**config.mk**
```make
export PLATFORM = sky130hd
export DESIGN_NAME = sint_diff_accum
export DESIGN_NICKNAME = d
export VERILOG_FILES = /design/src/rtl/sint_accum_pkg.sv /design/src/rtl/sint_sat_add.sv /design/src/rtl/sint_diff_accum.sv
export SDC_FILE = /design/constraint.sdc
export NUM_CORES = 1
export LEC_CHECK = 0
export BUFFER_PORTS_ARGS = -buffer_cell sky130_fd_sc_hd__buf_4
export CAP_MARGIN = 20
export CELL_PAD_IN_SITES_DETAIL_PLACEMENT = 2
export CELL_PAD_IN_SITES_GLOBAL_PLACEMENT = 2
export CORE_MARGIN = 2
export CORE_UTILIZATION = 35
export CTS_CLUSTER_SIZE = 12
export DETAILED_ROUTE_END_ITERATION = 6
export GPL_ROUTABILITY_DRIVEN = 0
export MAX_ROUTING_LAYER = met4
export PLACE_DENSITY = 0.79
export SLEW_MARGIN = 10
export SYNTH_ARGS = -nofsm -noshare
export SYNTH_HDL_FRONTEND = slang
export SYNTH_SLANG_ARGS = --single-unit
```
**constraint.sdc**
```tcl
create_clock -name CLK -period 2.8 [get_ports CLK]
set_input_delay 0.28 -clock CLK [delete_from_list [all_inputs] [get_ports CLK]]
set_output_delay 0.28 -clock CLK [all_outputs]
set_load 0.01 [all_outputs]
```
**src/rtl/sint_accum_pkg.sv**
```systemverilog
// Shared definitions for the signed difference accumulator.
//   state_t     : frame FSM states (ACCUM collects samples, DONE presents a result)
//   SAT_MAX/MIN : clamp limits of an acc_width-bit two's-complement value
//   sext32      : sign-extends the low w bits of a word to 32 bits
// All arithmetic helpers work in 32 bits, so accumulator widths up to 30 bits
// are handled exactly (the widest sum then still fits without wrapping).
package sint_accum_pkg;

    typedef enum logic [0:0] {
        ACCUM = 1'b0,
        DONE  = 1'b1
    } state_t;

    function automatic logic signed [31:0] SAT_MAX(input int acc_width);
        return (32'sd1 <<< (acc_width - 1)) - 32'sd1;
    endfunction

    function automatic logic signed [31:0] SAT_MIN(input int acc_width);
        return -(32'sd1 <<< (acc_width - 1));
    endfunction

    // Move bit w-1 up to bit 31, then arithmetic-shift it back down.
    function automatic logic signed [31:0] sext32(input logic [31:0] v, input int w);
        logic signed [31:0] t;
        t = signed'(v << (32 - w));
        return t >>> (32 - w);
    endfunction

endpackage

```
**src/rtl/sint_sat_add.sv**
```systemverilog
// Combinational signed saturating adder.
//   a   : ACC_WIDTH-bit signed accumulator operand
//   b   : WIDTH-bit signed sample operand
//   sum : a + b clamped to the ACC_WIDTH-bit signed range
//   sat : high when the clamp was applied
module sint_sat_add
    import sint_accum_pkg::*;
#(
    parameter int WIDTH     = 7,
    parameter int ACC_WIDTH = 12
) (
    input  logic [ACC_WIDTH-1:0] a,
    input  logic [WIDTH-1:0]     b,
    output logic [ACC_WIDTH-1:0] sum,
    output logic                 sat
);

    localparam logic signed [31:0] MAX_C = SAT_MAX(ACC_WIDTH);
    localparam logic signed [31:0] MIN_C = SAT_MIN(ACC_WIDTH);

    // Sum is formed exactly in 32 bits, so overflow shows up as a value
    // outside the narrow range rather than as a wrapped result.
    logic signed [31:0] wide;

    always_comb begin
        wide = sext32(32'(a), ACC_WIDTH) + sext32(32'(b), WIDTH);
        sum  = wide[ACC_WIDTH-1:0];
        sat  = 1'b0;
        if (wide > MAX_C) begin
            sum = MAX_C[ACC_WIDTH-1:0];
            sat = 1'b1;
        end else if (wide < MIN_C) begin
            sum = MIN_C[ACC_WIDTH-1:0];
            sat = 1'b1;
        end
    end

endmodule

```
**src/rtl/sint_diff_accum.sv**
```systemverilog
// Windowed accumulator for signed differences.
// Collects N samples over a valid/ready handshake into a saturating
// accumulator, presents the frame sum, then clears for the next frame.
//   CLK, ASYNCRESET : clock, asynchronous active-high reset
//   I, I_valid      : signed sample input and its valid
//   I_ready         : high while collecting (ACCUM state)
//   O, O_valid      : frame sum and its valid (DONE state)
//   O_ready         : downstream takes O
//   O_sat           : sticky clamp flag for the current/presented frame
//   count           : samples accepted so far in this frame
module sint_diff_accum
    import sint_accum_pkg::*;
#(
    parameter int WIDTH     = 7,
    parameter int ACC_WIDTH = 12,
    parameter int N         = 8,
    parameter int CNT_WIDTH = (N > 1) ? $clog2(N) : 1
) (
    input  logic                 CLK,
    input  logic                 ASYNCRESET,
    input  logic [WIDTH-1:0]     I,
    input  logic                 I_valid,
    output logic                 I_ready,
    output logic [ACC_WIDTH-1:0] O,
    output logic                 O_valid,
    input  logic                 O_ready,
    output logic                 O_sat,
    output logic [CNT_WIDTH-1:0] count
);

    localparam logic [CNT_WIDTH-1:0] LAST_CNT = CNT_WIDTH'(N - 1);

    state_t               state;
    state_t               state_next;
    logic [ACC_WIDTH-1:0] acc;
    logic [ACC_WIDTH-1:0] add_sum;
    logic                 add_sat;
    logic                 accept;
    logic                 last;
    logic                 handoff;

    sint_sat_add #(
        .WIDTH    (WIDTH),
        .ACC_WIDTH(ACC_WIDTH)
    ) u_add (
        .a  (acc),
        .b  (I),
        .sum(add_sum),
        .sat(add_sat)
    );

    assign accept  = I_valid & I_ready;
    assign handoff = O_valid & O_ready;
    assign last    = (count == LAST_CNT);

    always_ff @(posedge CLK or posedge ASYNCRESET) begin
        if (ASYNCRESET) begin
            state <= ACCUM;
        end else begin
            state <= state_next;
        end
    end

    always_comb begin
        state_next = state;
        I_ready    = 1'b0;
        O_valid    = 1'b0;
        case (state)
            ACCUM: begin
                I_ready = 1'b1;
                if (I_valid && last) begin
                    state_next = DONE;
                end
            end
            DONE: begin
                O_valid = 1'b1;
                if (O_ready) begin
                    state_next = ACCUM;
                end
            end
            default: state_next = ACCUM;
        endcase
    end

    // acc keeps the final sum while DONE and is only cleared at handoff;
    // O is not cleared so it keeps its last value after the handoff.
    always_ff @(posedge CLK or posedge ASYNCRESET) begin
        if (ASYNCRESET) begin
            acc   <= '0;
            O     <= '0;
            O_sat <= 1'b0;
            count <= '0;
        end else if (accept) begin
            acc   <= add_sum;
            O_sat <= O_sat | add_sat;
            if (last) begin
                O     <= add_sum;
                count <= '0;
            end else begin
                count <= count + CNT_WIDTH'(1);
            end
        end else if (handoff) begin
            acc   <= '0;
            O_sat <= 1'b0;
        end
    end

endmodule
```
==> impl_metrics.json, run 1 <==
{
  "status": "completed",
  "final.setup.worst_slack_ns": 0.104,
  "start_util_pct": 36.9,
  "ys_warn_count": 0,
  "grt_pass1_vias": 1914,
  "powerDensity_nw_per_um2": 1390,
  "synth_fp_nets": 227,
  "final_antenna_net_count": 0,
  "die_x_um": 78.1,
  "grt_usage_pct": 22.5,
  "cp_top_family": "compound AO/OA/AOI/OAI gates",
  "drtIter0Drc": 41,
  "synth_area_sq_um": 1920,
  "rows": 26,
  "syn_to_final_growth_pct": 27.2,
  "path_class": "register to register",
  "dp_hpwl_mm": 4.65,
  "worst_slew_pin_slew_ns": 0.482,
  "peakVddDrop_mv": 0.466,
  "antenna_found_initial": 0,
  "clockBufferDepth": 2,
  "synthFlopType": "dfrtp_1",
  "insertion_delay_ns": 0.28,
  "path_clk_slew_ns": 0.07,
  "path_max_fanout": 10,
  "final_area_sq_um": 2450,
  "grt_overflow": 0,
  "num_io_pins": 29,
  "die_area_sq_um": 6100,
  "worst-path-buf-inv": 2,
  "via_per_inst": 5.46,
  "grt_pass1_wl_mm": 10.3,
  "min_path_type": "primary input to async pin",
  "cp_cell_sequence": "ha_1 -> o211ai_1 -> buf_4 -> o211ai_2 -> a211oi_4 -> nor2_2 -> a31oi_4 -> buf_12 -> a21boi_0 -> o21ai_0",
  "numCtsBuffers": 5,
  "min_period_over_period_pct": 96.3,
  "critPathArrivalTime_ns": 2.85,
  "routed_wl_mm": 6.27,
  "port_buffers": 28,
  "core_sq_um": 5200,
  "endpoint_kind": "register",
  "leakagePower_nw": 1.12,
  "rrSetupSlack_ns": 0.10,
  "crit_path_max_incr_delay_ns": 0.44,
  "cts_hold_buf": 0,
  "relSlewSlack_pct": 67.6,
  "drc": 0,
  "ys_ff_latch": 29,
  "syn_inst": 201,
  "min_period_ns": 2.70,
  "cts_tree": "built",
  "cp_slowest_cell": "a211oi_4",
  "synth_cell_types": 42,
  "clock_skew_ns": 0.00703,
  "reg2reg_depth": 10,
  "n_antenna_cell": 0,
  "die_h_um": 78.1,
  "hold_viol": 0,
  "synth_edf_count": 0,
  "postPlaceCellArea_sq_um": 2280,
  "vias": 1732,
  "drv_cap": 0,
  "clock-sinks": 29,
  "async_flop_share_pct": 100,
  "path_depth": 10,
  "drt-pass1-iter-count": 4,
  "setup_viol": 0,
  "grt_max_degree": 30,
  "ys_seq_area_share_pct": 37.7,
  "place_worst_setup_slack_ns": 0.0279,
  "fmax_mhz": 371,
  "worstPathRequired_ns": 2.96,
  "slew_viol_final": 0,
  "nets": 272,
  "cts_root_buf": "clkbuf_8",
  "rsz0062_at_grt": "yes",
  "worst_setup_path_start_kind": "register",
  "wl_per_cell_um": 19.8,
  "cts.htree.levels": 2,
  "drive_gt1_share_pct": 28.3,
  "final.setup.tns_ns": 0,
  "syn_area_per_cell_sq_um": 9.57
}
[state kept, by name (all words and copies together), names as in the netlist]
signal and flops:
O 12, O_sat 1, acc 12, count 3, state 1
[layer usage]
layer  part of all wire (%)  global-route usage, %
met2                     54                   40.2
met1                     43                   27.2
met5                      0                      -
met4                   0.86                   4.39
met3                    2.0                   3.45
[through the flow]
stage          util, %  hold slack (ns)  power (mW)  cells
2_1_floorplan        -            0.358        2.07    201
3_3_place_gp      43.8            0.386        2.71    305
3_5_place_dp      43.8            0.399        2.79    305
4_1_cts           46.1           0.0951        3.30    313
5_1_grt           47.0            0.115        3.67    317
6_report          47.0           0.0829        3.40    317
[Yosys cell counts, drive strengths merged, types with 2 or more instances]
library cell	number	area [sq um]
nand3	5	25.0
o21a	4	30.0
xor2	6	52.6
nor3	3	20.0
a31oi	6	52.6
nand2	26	97.6
mux2	5	56.3
nand3b	2	15.0
clkbuf	4	15.0
nor2b	3	18.8
a21o	6	45.0
nor2	13	51.3
a21oi	14	70.1
a211oi	2	32.5
nand2b	4	25.0
ha	14	175
o21ai	17	96.3
xnor2	2	17.5
o31ai	2	15.0
dfrtp	29	726
o211ai	8	65.1
a21boi	3	22.5
inv	7	26.3
and2	2	12.5
a22o	5	43.8
[area by class of cell]
cell class              instances  area (sq um)
multi-input cells             161          1160
inverters                       7          26.3
clock inverters                 1          30.0
fillers                       599          2760
flip-flops and latches         29           726
clock buffers                   7          86.3
repair buffers                 42           328
well taps                      70          87.6
[cell families (layout without fill, tap and decap cells)]
logic type / Yosys count / after routing / share of synthesized area (%)
compound gates: 72 / 72 / 27.4
xor+xnor: 8 / 8 / 3.64
fa+ha+maj: 15 / 15 / 10.1
buf+inv: 11 / 57 / 2.15
flops: 29 / 29 / 37.7
mux: 5 / 5 / 2.93
simple gates: 61 / 61 / 16.0
[worst paths after layout]
| check | endpoint | startpoint |
|---|---|---|
| worst max register to register | O[10]$_DFFE_PP0P_ | acc[2]$_DFFE_PP0P_ |
| worst min register to register | O[8]$_DFFE_PP0P_ | O[8]$_DFFE_PP0P_ |
| max in group asynchronous | acc[2]$_DFFE_PP0P_ | ASYNCRESET |
| worst max-delay path | O[10]$_DFFE_PP0P_ | acc[2]$_DFFE_PP0P_ |
| worst min-delay path | count[1]$_DFFE_PP0P_ | ASYNCRESET |
| min in group CLK | O_sat$_DFFE_PP0P_ | O_ready |
[cell usage in the layout, fill, tap and decap left out, types with 2 or more instances in the layout]
master	instances
buf_4	41
dfrtp_1	29
nand2_1	25
ha_1	14
a21oi_1	13
nor2_1	12
o21ai_0	9
o211ai_1	7
inv_1	7
a21o_1	6
xor2_1	6
clkbuf_8	6
o21ai_1	5
a22o_1	5
nand3_1	5
a31oi_1	5
mux2_2	5
nand2b_1	4
o21a_1	4
nor2b_1	3
o21ai_2	3
a21boi_0	3
nand3b_1	2
nor3_1	2
xnor2_1	2
o31ai_1	2
[where the power goes]
| part | internal, mW | switching [mW] | total (mW) | leakage [nW] |
|---|---|---|---|---|
| Sequential | 0.628 | 0.155 | 0.783 | 0.345 |
| Clock | 0.290 | 0.167 | 0.456 | 0.0585 |
| Combinational | 0.946 | 1.22 | 2.16 | 0.718 |
| Total | 1.86 | 1.54 | 3.40 | 1.12 |
[worst min-delay path, cell delays in order]
cell   delay (ns)
buf_4        0.11
inv_1        0.05
buf_4        0.35
[timing repair]
action                                  4_1_cts  5_1_grt
gates resized for setup                       0        2
endpoints found under the setup margin        0       15
buffers inserted                              0        4
Power figures use the tool's default switching activity.
==> run 2, diff against run 1 <==
Settings changed: CORE_UTILIZATION 35 to 32, PLACE_DENSITY 0.79 to 0.76.
Clock period 2.8 ns to 2.45 ns, I/O delays scaled along.
==> run 2 against run 1 <==
Maximum frequency increased by 5.7%. The run now ends with negative setup slack left. Critical path depth did not move. Highest routed layer unchanged. Total power grew 52%.
==> impl_metrics.json, run 2 (synthesis results as in run 1) <==
{
  "status": "complete, but fails checks",
  "violations": "negative setup slack",
  "worstPathRequired_ns": 2.63,
  "powerDensity_nw_per_um2": 1700,
  "dp_cells": 337,
  "layoutNonFillerInstCount": 361,
  "worst_slew_pin_slew_ns": 0.430,
  "rsz0062_at_grt": "yes",
  "cp_top_family": "compound AO/OA/AOI/OAI gates",
  "antenna_found_initial": 0,
  "power_mw": 5.16,
  "cts_root_buf": "clkbuf_8",
  "n_antenna_cell": 0,
  "cts.htree.levels": 2,
  "slew_viol_final": 0,
  "worst_setup_path_start_kind": "register",
  "final_antenna_net_count": 0,
  "cp_slowest_cell": "dfrtp_1",
  "nFillCells": 600,
  "clock_skew_ns": 0.00883,
  "rows": 28,
  "path_class": "register to register",
  "drtIter0Drc": 60,
  "relSlewSlack_pct": 71.3,
  "port_buffers": 28,
  "cts_tree": "built",
  "setup_viol": 8,
  "routed_wl_mm": 8.54,
  "nets": 311,
  "grt_max_degree": 30,
  "grt_overflow": 0,
  "vias": 1979,
  "grt_pass1_wl_mm": 11.6,
  "min_period_ns": 2.55,
  "endpoint_kind": "register",
  "cts_hold_buf": 0,
  "die_x_um": 81.5,
  "clockBufferDepth": 2,
  "num_io_pins": 29,
  "drv_cap": 0,
  "via_per_inst": 5.48,
  "fmax_mhz": 392,
  "drt-pass1-iter-count": 4,
  "start_util_pct": 32.9,
  "die_area_sq_um": 6650,
  "grt_usage_pct": 25.0,
  "cp_cell_sequence": "ha_2 -> buf_4 -> a211oi_4 -> o211ai_4 -> a211oi_4 -> nor2_4 -> a31oi_4 -> buf_4 -> o21ai_2 -> mux2_2",
  "layout_common_cells": "buf_4 (78), dfrtp_1 (29), nand2_1 (24), nor2_1 (10), ha_4 (10)",
  "crit_path_max_incr_delay_ns": 0.41,
  "min_period_over_period_pct": 104,
  "drc": 0,
  "layout_commonest_cell": "buf_4",
  "clock-sinks": 29,
  "die_h_um": 81.5,
  "place_worst_setup_slack_ns": -0.306,
  "final.setup.worst_slack_ns": -0.100,
  "min_path_type": "primary input to async pin",
  "insertion_delay_ns": 0.30,
  "drive_gt1_share_pct": 49.3,
  "numCtsBuffers": 5,
  "leakagePower_nw": 1.35,
  "syn_to_final_growth_pct": 57.7,
  "rrSetupSlack_ns": -0.10,
  "grt_pass1_vias": 2139,
  "path_max_fanout": 5,
  "dp_hpwl_mm": 4.94,
  "path_clk_slew_ns": 0.07,
  "wl_per_cell_um": 23.7,
  "reg_top3": "O x12, acc x12, count x3",
  "peakVddDrop_mv": 0.799,
  "worst-path-buf-inv": 2,
  "core_sq_um": 5850,
  "critPathArrivalTime_ns": 2.73,
  "hold_viol": 0
}
[run 2: changes by cell type in the layout (fill, tap and decap cells not counted), moves of 3 or more]
cell / before / now
buf_4: 41 / 78
ha_1: 14 / 3
ha_4: 0 / 10
a21oi_1: 13 / 9
a21oi_2: 1 / 4
o21ai_0: 9 / 6
[run 2: report_power, final]
group          internal, mW  leakage, nW  switching, mW  total (mW)
logic                  1.77        0.943           1.90        3.67
clock network         0.331       0.0585          0.203       0.534
registers             0.717        0.345          0.237       0.954
total                  2.82         1.35           2.34        5.16
[run 2: path summary, 6_finish.rpt]
check | from | to | depth (start not counted)
worst max register to register | acc[0]$_DFFE_PP0P_ | O[1]$_DFFE_PP0P_ | 10
min in group CLK | O_ready | O_sat$_DFFE_PP0P_ | 2
worst min register to register | O[8]$_DFFE_PP0P_ | O[8]$_DFFE_PP0P_ | 1
worst max-delay path | acc[0]$_DFFE_PP0P_ | O[1]$_DFFE_PP0P_ | 10
max in group asynchronous | ASYNCRESET | acc[7]$_DFFE_PP0P_ | 3
worst min-delay path | ASYNCRESET | O[10]$_DFFE_PP0P_ | 3
[run 2: tightest hold or removal path, stage by stage]
cell and delay [ns]:
buf_4 0.11, inv_1 0.04, buf_4 0.35
[run 2: stage by stage]
| stage | setup TNS (ns) | hold slack, ns | utilization [%] | instance area, sq um |
|---|---|---|---|---|
| 2_1_floorplan | 0 | 0.323 | - | 1920 |
| 3_3_place_gp | -1.71 | 0.348 | 42.6 | 2490 |
| 3_5_place_dp | -3.62 | 0.362 | 42.6 | 2490 |
| 4_1_cts | -0.151 | 0.0517 | 48.4 | 2830 |
| 5_1_grt | -1.60 | 0.0766 | 51.8 | 3030 |
| 6_report | -0.354 | 0.0285 | 51.8 | 3030 |
[run 2: cell type report]
cell class	count	area, sq um	share of cell area, %
Inverter	7	26.3	0.866
Clock buffer	7	86.3	2.85
Clock inverter	1	30.0	0.990
Timing Repair Buffer	80	608	20.0
Multi-Input combinational cell	162	1460	48.2
Sequential cell	29	726	23.9
Tap cell	75	93.8	3.09
[run 2: repair_timing]
item	CTS	global route
gates cloned	1	0
pin swaps	9	11
gates resized for setup	24	31
setup buffers	9	6
endpoints found under the setup margin	19	23
[run 2: routing by layer]
| layer | vias to the layer above | routed length [um] | GRT usage [%] |
|---|---|---|---|
| li1 | 901 | - | - |
| met1 | 1024 | 3520 | 29.3 |
| met2 | 42 | 4640 | 44.8 |
| met3 | 12 | 221 | 3.08 |
| met4 | 0 | 160 | 7.12 |
| met5 | - | 0 | - |
==> run 3, diff against run 2 <==
Settings changed: CTS_CLUSTER_SIZE 12 to default, TNS_END_PERCENT from default to 20.
==> run 3 against run 2 <==
The flow still finishes with violations (negative setup slack). Sequential share of layout area up 0.33 points. Clock power up 2%. Hold slack worse by 0.0011 ns. First-iteration DRC count down 1.7%. Combinational power down 2%. Die area unchanged. Final cell count down 0.83%. Worst setup slack better by 0.0050 ns. Total power down 1.4%. Wire length down 0.48%. Global-route usage unchanged. Cell area down 1.4%. Critical endpoint is now O[6]$_DFFE_PP0P_. Largest power group unchanged. Highest routed layer unchanged.
==> impl_metrics.json, run 3 (synthesis results as in run 1) <==
{
  "status": "complete, but fails checks",
  "violations": "negative setup slack",
  "grt_pass1_vias": 2139,
  "nets": 308,
  "rsz0062_at_grt": "yes",
  "via_per_inst": 5.58,
  "path_clk_slew_ns": 0.07,
  "cp_top_family": "compound AO/OA/AOI/OAI gates",
  "numCtsBuffers": 5,
  "powerDensity_nw_per_um2": 1700,
  "pwr-share-seq_pct": 18.8,
  "cts_root_buf": "clkbuf_8",
  "die_x_um": 81.5,
  "hold_viol": 0,
  "slew_viol_final": 0,
  "grt_overflow": 0,
  "die_area_sq_um": 6650,
  "critPathArrivalTime_ns": 2.73,
  "routed_wl_mm": 8.50,
  "worst_slew_pin_slew_ns": 0.409,
  "num_io_pins": 29,
  "die_h_um": 81.5,
  "port_buffers": 28,
  "syn_to_final_growth_pct": 55.6,
  "drive_gt1_share_pct": 47.7,
  "multi_input_area_sq_um": 1450,
  "p_sw_mw": 2.33,
  "cts.htree.levels": 2,
  "clock-sinks": 29,
  "p_clk_share_pct": 10.7,
  "netSwitchingFraction_pct": 45.9,
  "rrSetupSlack_ns": -0.1,
  "worstPathRequired_ns": 2.64,
  "final_antenna_net_count": 0,
  "power_mw": 5.08,
  "path_max_fanout": 5,
  "relSlewSlack_pct": 72.6,
  "cts_tree": "built",
  "crit_path_max_incr_delay_ns": 0.41,
  "final.setup.tns_ns": -0.541,
  "cp_cell_sequence": "ha_2 -> buf_4 -> a211oi_4 -> o211ai_4 -> a211oi_4 -> nor2_4 -> a31oi_4 -> buf_4 -> o21ai_2 -> mux2_2",
  "min_period_ns": 2.55,
  "min_path_type": "primary input to async pin",
  "dp_hpwl_mm": 4.94,
  "layout_commonest_cell": "buf_4",
  "start_util_pct": 32.9,
  "worst_setup_path_start_kind": "register",
  "drt-pass1-iter-count": 4,
  "cp_slowest_cell": "dfrtp_1",
  "combPwrFrac_pct": 70.5,
  "wl_per_cell_um": 23.8,
  "drtIter0Drc": 59,
  "peakVddDrop_mv": 0.784,
  "p_int_mw": 2.75,
  "clockBufferDepth": 2,
  "postPlaceCellArea_sq_um": 2490,
  "grt_usage_pct": 25.0,
  "final.setup.worst_slack_ns": -0.0955,
  "rows": 28,
  "drc": 0,
  "reg_top3": "O x12, acc x12, count x3",
  "setup_viol": 13,
  "path_class": "register to register",
  "n_antenna_cell": 0,
  "endpoint_kind": "register",
  "final_area_sq_um": 2990,
  "fmax_mhz": 393,
  "grt_pass1_wl_mm": 11.6,
  "leakagePower_nw": 1.32,
  "dp_cells": 337,
  "nFillCells": 589,
  "layoutNonFillerInstCount": 358,
  "clock_skew_ns": 0.0104,
  "regToRegStartpoint": "acc[0]$_DFFE_PP0P_",
  "reg2reg_depth": 10,
  "vias": 1996,
  "antenna_found_initial": 0,
  "r2r-end": "O[6]$_DFFE_PP0P_",
  "core_sq_um": 5850,
  "min_period_over_period_pct": 104,
  "seq_area_sq_um": 726,
  "drv_cap": 0,
  "grt_max_degree": 30,
  "worst-path-buf-inv": 2,
  "layout_common_cells": "buf_4 (76), dfrtp_1 (29), nand2_1 (25), nor2_1 (10), ha_4 (10)",
  "insertion_delay_ns": 0.30
}
==> run 3: final cells by class <==
class / instances / share of cell area (%)
multi-input combinational: 162 / 48.4
sequential: 29 / 24.3
timing repair buffer: 77 / 19.4
tap: 75 / 3.14
clock buffer: 7 / 2.89
clock inverter: 1 / 1.00
inverter: 7 / 0.878
==> run 3: how the worst max path moves through the flow <==
stage / cells past startpoint / from / slack (ns) / to
after floorplan: 10 / acc[0]$_DFFE_PP0P_ / 0.13 / acc[5]$_DFFE_PP0P_
after global placement: 10 / I[6] / -0.21 / O[6]$_DFFE_PP0P_
after detailed placement: 10 / I[6] / -0.31 / O[6]$_DFFE_PP0P_
after CTS: 10 / acc[0]$_DFFE_PP0P_ / -0.05 / O[6]$_DFFE_PP0P_
after global routing: 10 / acc[2]$_DFFE_PP0P_ / -0.18 / O[6]$_DFFE_PP0P_
final: 10 / acc[0]$_DFFE_PP0P_ / -0.1 / O[6]$_DFFE_PP0P_
==> run 3: power by group through the flow <==
stage	sequential [mW]	clock, mW	combinational (mW)
CTS	0.915	0.535	3.11
detailed placement	0.902	0	2.66
global route	0.979	0.563	3.82
global placement	0.887	0	2.54
finish	0.958	0.544	3.58
floorplan	0.906	0	1.46
==> run 3: tightest hold or removal path: cells and delay by family <==
family | cells | cell delay [ns]
buffers and inverters | 3 | 0.50
==> run 3: layer usage <==
metal	vias to the layer above	track usage (%)	wire, um
li1	903	-	-
met1	1044	29.3	3520
met2	38	44.8	4640
met3	11	3.08	187
met4	0	7.12	157
met5	-	-	0
==> run 3: timing repair <==
item                                   in CTS  in global routing
setup endpoints to repair                  19                 23
endpoints found under the hold margin       0                  0
buffers inserted                            9                  3
hold buffers                                0                  0
pin swaps                                   9                  6
resized for setup                          24                 26
cloned                                      1                  0
==> run 3: through the flow <==
step / util, % / worst slack, ns / hold slack, ns
global placement: 42.6 / -0.207 / 0.348
global route: 51.1 / -0.181 / 0.0769
CTS: 48.4 / -0.0453 / 0.0517
floorplan: - / 0.127 / 0.323
finish: 51.1 / -0.0955 / 0.0273
detailed placement: 42.6 / -0.306 / 0.362
